### config.mk
export PLATFORM = sky130hd
export DESIGN_NAME = dmem_uart_dumper
export DESIGN_NICKNAME = d
export VERILOG_FILES = /design/src/rtl/dmem_uart_dumper.sv
export SDC_FILE = /design/constraint.sdc
export NUM_CORES = 1
export LEC_CHECK = 0
export ABC_AREA = 1
export ABC_CLOCK_PERIOD_IN_PS = 2700
export CAP_MARGIN = 20
export CORE_MARGIN = 4
export CORE_UTILIZATION = 55
export DETAILED_ROUTE_END_ITERATION = 10
export GPL_ROUTABILITY_DRIVEN = 0
export PLACE_DENSITY = 0.83
export SLEW_MARGIN = 0
export SYNTH_ARGS = -nofsm -noshare
export SYNTH_HDL_FRONTEND = slang
export SYNTH_SLANG_ARGS = --single-unit
export TNS_END_PERCENT = 1
### constraint.sdc
create_clock -name upg_clk_i -period 2.7 [get_ports upg_clk_i]
set_clock_uncertainty 0.05 [all_clocks]
set_input_delay 0.675 -clock upg_clk_i [delete_from_list [all_inputs] [get_ports upg_clk_i]]
set_output_delay 0.675 -clock upg_clk_i [all_outputs]
set_load 0.03 [all_outputs]
### src/rtl/dmem_uart_dumper.sv
// Streams a block of 32-bit RAM words out of a UART TX line as 8N1 bytes,
// little-endian, for read-back verification of programmed data RAM.
module dmem_uart_dumper #(
  parameter int CLK_HZ = 10_000_000,
  parameter int BAUD   = 128_000,
  parameter int ADDR_W = 14
) (
  input  logic              upg_clk_i,
  input  logic              upg_rst_i,
  input  logic              start_i,
  input  logic [ADDR_W-1:0] base_adr_i,
  input  logic [ADDR_W-1:0] word_cnt_i,
  output logic [ADDR_W-1:0] ram_adr_o,
  input  logic [31:0]       ram_dat_i,
  output logic              tx_o,
  output logic              busy_o,
  output logic              done_o
);

  localparam int DIV = CLK_HZ / BAUD;
  localparam int DW  = (DIV > 2) ? $clog2(DIV) : 1;

  typedef enum logic [2:0] {
    S_IDLE, S_FETCH, S_LATCH, S_SEND, S_NEXT, S_FIN
  } state_t;

  state_t            state_q, state_d;
  logic [ADDR_W-1:0] adr_q, adr_d;
  logic [ADDR_W-1:0] rem_q, rem_d;
  logic [31:0]       word_q, word_d;
  logic [DW-1:0]     div_q, div_d;
  logic [3:0]        bit_q, bit_d;
  logic [1:0]        byte_q, byte_d;
  logic              tx_q, tx_d;
  logic              done_q, done_d;

  always_ff @(posedge upg_clk_i) begin
    if (upg_rst_i) begin
      state_q <= S_IDLE;
      adr_q   <= '0;
      rem_q   <= '0;
      word_q  <= '0;
      div_q   <= '0;
      bit_q   <= '0;
      byte_q  <= '0;
      tx_q    <= 1'b1;
      done_q  <= 1'b0;
    end else begin
      state_q <= state_d;
      adr_q   <= adr_d;
      rem_q   <= rem_d;
      word_q  <= word_d;
      div_q   <= div_d;
      bit_q   <= bit_d;
      byte_q  <= byte_d;
      tx_q    <= tx_d;
      done_q  <= done_d;
    end
  end

  always_comb begin
    state_d = state_q;
    adr_d   = adr_q;
    rem_d   = rem_q;
    word_d  = word_q;
    div_d   = div_q;
    bit_d   = bit_q;
    byte_d  = byte_q;
    tx_d    = 1'b1;
    done_d  = 1'b0;
    case (state_q)
      S_IDLE: begin
        // done_q still high means FIN just ended; a start in that cycle is dropped
        if (start_i && !done_q) begin
          adr_d   = base_adr_i;
          rem_d   = word_cnt_i;
          state_d = (word_cnt_i == '0) ? S_FIN : S_FETCH;
        end
      end
      S_FETCH: state_d = S_LATCH;
      S_LATCH: begin
        word_d  = ram_dat_i;
        div_d   = '0;
        bit_d   = '0;
        byte_d  = '0;
        state_d = S_SEND;
      end
      S_SEND: begin
        // word shifts right once per data bit, so word_q[0] is always the next data bit
        if (bit_q == 4'd0)      tx_d = 1'b0;
        else if (bit_q == 4'd9) tx_d = 1'b1;
        else                    tx_d = word_q[0];
        if (div_q == DW'(DIV - 1)) begin
          div_d = '0;
          if (bit_q != 4'd0 && bit_q != 4'd9) word_d = {1'b0, word_q[31:1]};
          if (bit_q == 4'd9) begin
            bit_d = '0;
            if (byte_q == 2'd3) begin
              byte_d  = '0;
              state_d = S_NEXT;
            end else begin
              byte_d = byte_q + 2'd1;
            end
          end else begin
            bit_d = bit_q + 4'd1;
          end
        end else begin
          div_d = div_q + DW'(1);
        end
      end
      S_NEXT: begin
        adr_d   = adr_q + ADDR_W'(1);
        rem_d   = rem_q - ADDR_W'(1);
        state_d = (rem_q == ADDR_W'(1)) ? S_FIN : S_FETCH;
      end
      S_FIN: begin
        done_d  = 1'b1;
        state_d = S_IDLE;
      end
      default: state_d = S_IDLE;
    endcase
  end

  assign ram_adr_o = adr_q;
  assign tx_o      = tx_q;
  assign busy_o    = (state_q != S_IDLE);
  assign done_o    = done_q;

endmodule
# Word level (Yosys, flattened, before mapping)
# Index checks and enable logic that the tools add are counted.
# Widths: inputs -> output; s select.
# classes
add_sub_neg	5
eq_ne	15
mux	26
bitwise_logic	1
reduce_logical	16
# ops
operator	n
$mux 32	2
$pmux 32 s2	1
$pmux 14 s2	2
$mux 14	2
$mux 3	6
$pmux 3 s5	1
$add 14x1->14 const B	1
$eq 14x1->1 const B	1
$logic_not 14->1	1
$pmux 7 s2	1
$sub 14x1->14 const B	1
$ne 2x2->1 const B	5
$mux 4	2
$pmux 4 s2	1
$add 7x1->7 const B	1
$eq 7x7->1 const B	1
$mux 7	1
$eq 3x2->1 const B	2
$eq 3x3->1 const B	2
$mux 2	3
$reduce_and 3->1	2
$add 4x1->4 const B	1
$eq 4x4->1 const B	1
$logic_not 4->1	1
16 further kinds	21
# word_totals
register_bits	78
input_bits	63
output_inout_bits	17

# Longest topological paths before layout
# logic_depth
ltp_word	5
mapped_depth	10
ltp_nobuf	9

# Worst setup path after synthesis
# Ideal clock, no wire load.
# synth_timing
kind	register to register
from	register adr_q[0] (netlist: ram_adr_o[0])
to	register adr_q[10] (netlist: ram_adr_o[10])
arrival_ns	1.498
required_time_ns	2.518
setup_slack_ns	1.019
path_stages_with_launch	9
path_buffers	0
path_cell_list	dfxtp_1 -> ha_1 -> nand2_1 -> nor2_1 -> nand3_1 -> nand2_1 -> nand2_1 -> o21ai_0 -> a21oi_1
# synth_between
elab_chain_cells	2
# synth_lines
element	line_no	text
from (decl)	28	logic [ADDR_W-1:0] adr_q, adr_d;
from (signal assigned)	50	adr_q <= adr_d;
$add 14x1->14	112	adr_d = adr_q + ADDR_W'(1);
$pmux 14 s2	71	case (state_q)
# No other way between the ends.
# A chain may end at the register's enable or synchronous reset.

# Final worst setup path
# layout_timing
from	register state_q[2]
to	output busy_o
# layout_between
elab_chain_cells	1
# layout_lines
element	line_no	text
from (decl)	27	state_t state_q, state_d;
from (signal assigned)	49	state_q <= state_d;
$reduce_bool 3->1	126	assign busy_o = (state_q != S_IDLE);
to (decl)	16	output logic busy_o,
# No other way between the ends.

==> impl_metrics.ini <==
[placement]
dp.cells = 863
io_buffers = 79
dpl.hpwl_um = 8295

[floorplanning]
num_io_pins = 80
num_rows = 32
die_area_mm2 = 0.009360
core_area_mm2 = 0.007687
die_h_um = 96.75
dieWidth_um = 96.75
start_util = 0.5635

[critical_path]
critPathLaunch = state_q[2]
r2r_start = state_q[0]
required_ns = 1.98
end_kind = primary output
arrival_ns = 1.74
path_class = reg -> out
reg2reg_slack_ns = 0.68
start_kind = register
path_max_fanout = 5

[clock_tree]
cts_tree = done
post_cts_buffers = 0
clk_latency_ns = 0.35
clk_pin_slew_ns = 0.08
cts_inserted_buffers = 9
ctsHoldBuffers = 0
h-tree-depth = 3
cts_buffer_depth = 2
cts-root-buf = clkbuf_8
cts_resized = 0
clock-sinks = 78

[global_routing]
grt_overflow = 0
track_usage = 0.2375
grt_pass1_wl_um = 19070
antenna_found_initial = 0
grt_max_degree = 35
grt_pass1_vias = 4344

[final_layout]
finalNetCount = 844
layout_commonest_cell = nand2_1
drive_gt1_frac = 0.05663
finalNonFillerCells = 879
layout_common_cells = nand2_1 (246), nor2_1 (82), nand3_1 (81)
antennaDiodeCount = 0
syn_to_final_growth_pct = 24.90

[power_and_ir_drop]
fin_total_pwr_w = 0.003611
p_per_area_mw_per_mm2 = 667.4
irDropWorstVdd_mv = 0.3427
p_leak_nw = 2.233

[logic_synthesis]
ys_ff_latch = 78
ys_warn_count = 0
syn_area_per_cell_um2 = 6.188
netlist_area_mm2 = 0.004332
synth_top_area_frac = 0.3605
synth_nets = 772
seq_area_frac_synth = 0.3605
synth_area_leaders = dfxtp_1 (36%), nand2_1 (21%), nand3_1 (9.4%)
synth_top_area_cell = dfxtp_1
netlist_instances = 700
ys_types = 31

[sta]
rsz0062_at_grt = false
fin_crit_sh = 0.9122
finalSetupViolations = 0
slew_headroom = 0.6296
min_period_ns = 2.463
drv_slew = 0
max_freq_mhz = 406.0
tightest_slew_ns = 0.5548
tns_ns = 0
hold_violations = 0

[routing]
wl_per_cell_um = 13.16
route.detailed.drc = 0
vias_per_cell = 5.380
ant_nets = 0
drt_pre_antenna_iters = 4
drtIter0Drc = 288
num_vias = 4729
wl_um = 11570

[hold_path]
worstHoldStart = word_q[20]
hold_class = reg -> reg

[flow_run]
drv_cap = 0

[run_status]
status = finished, final reports clean
final timing paths:
kind | to | depth (start not counted)
hold / removal | word_q[20] | 2
hold reg to reg | word_q[20] | 2
setup reg to reg | word_q[16] | 9
setup / recovery | busy_o | 3
cell usage after synthesis, drive strengths merged:
cell	instances
a211oi	1
a21oi	60
a31oi	6
and2	1
buf	14
clkbuf	17
dfxtp	78
ha	9
inv	53
nand2	249
nand3	81
nand3b	2
nand4	5
nor2	84
nor3	8
nor3b	3
nor4	1
o211ai	2
o21ai	16
o22ai	2
or2	2
xnor2	2
xor2	4
critical path, cell delays in order (launching register included):
cell,delay (ns)
dfxtp_1,0.48
inv_2,0.08
nand2_2,0.15
clkdlybuf4s50_1,0.69
registers in the layout, summed over array words and instances (netlist names):
name       count
ram_adr_o     14
rem_q         14
tx_o           1
done_o         1
bit_q          4
word_q        32
div_q          7
byte_q         2
state_q        3
routing by layer:
| layer | global-route usage | wire length [µm] |
|---|---|---|
| met1 | 0.2937 | 4949 |
| met2 | 0.4114 | 5699 |
| met3 | 0.04975 | 744 |
| met4 | 0.07667 | 176 |
| met5 | 0 | 0 |
report_power, final:
| group | switching (W) | internal [W] | total, W |
|---|---|---|---|
| clock | 0.000464 | 0.000438 | 0.000902 |
| combinational | 0.000793 | 0.000463 | 0.00126 |
| sequential | 0.000143 | 0.00131 | 0.00145 |
| total | 0.00140 | 0.00221 | 0.00361 |
through the flow:
step	util	hold slack, ns	setup slack [ns]	cell area [µm²]
floorplan	-	0.3901	1.019	4332
global placement	0.6772	0.3980	0.5098	5206
detailed placement	0.6772	0.4038	0.4489	5206
CTS	0.7038	0.4168	0.2347	5410
global route	0.7038	0.4423	0.1817	5410
finish	0.7038	0.4154	0.2371	5410
final cells by class:
type                            count  area (µm²)
Clock buffer                        9       123.9
Clock inverter                      7       80.08
Fill cell                         671        2277
Inverter                           53       198.9
Multi-Input combinational cell    538        2435
Sequential cell                    78        1562
Tap cell                          102       127.6
Timing Repair Buffer               92       883.3
cells by family after synthesis:
group	Yosys count	synth area share
and+or+nand+nor	436	0.4171
DFF	78	0.3605
AOI/OAI and AO/OA	87	0.1069
xor gates and xnor gates	6	0.01213
buffers and inverters	84	0.07741
adders and majority gates	9	0.02600
Power figures use the tool's default switching activity.
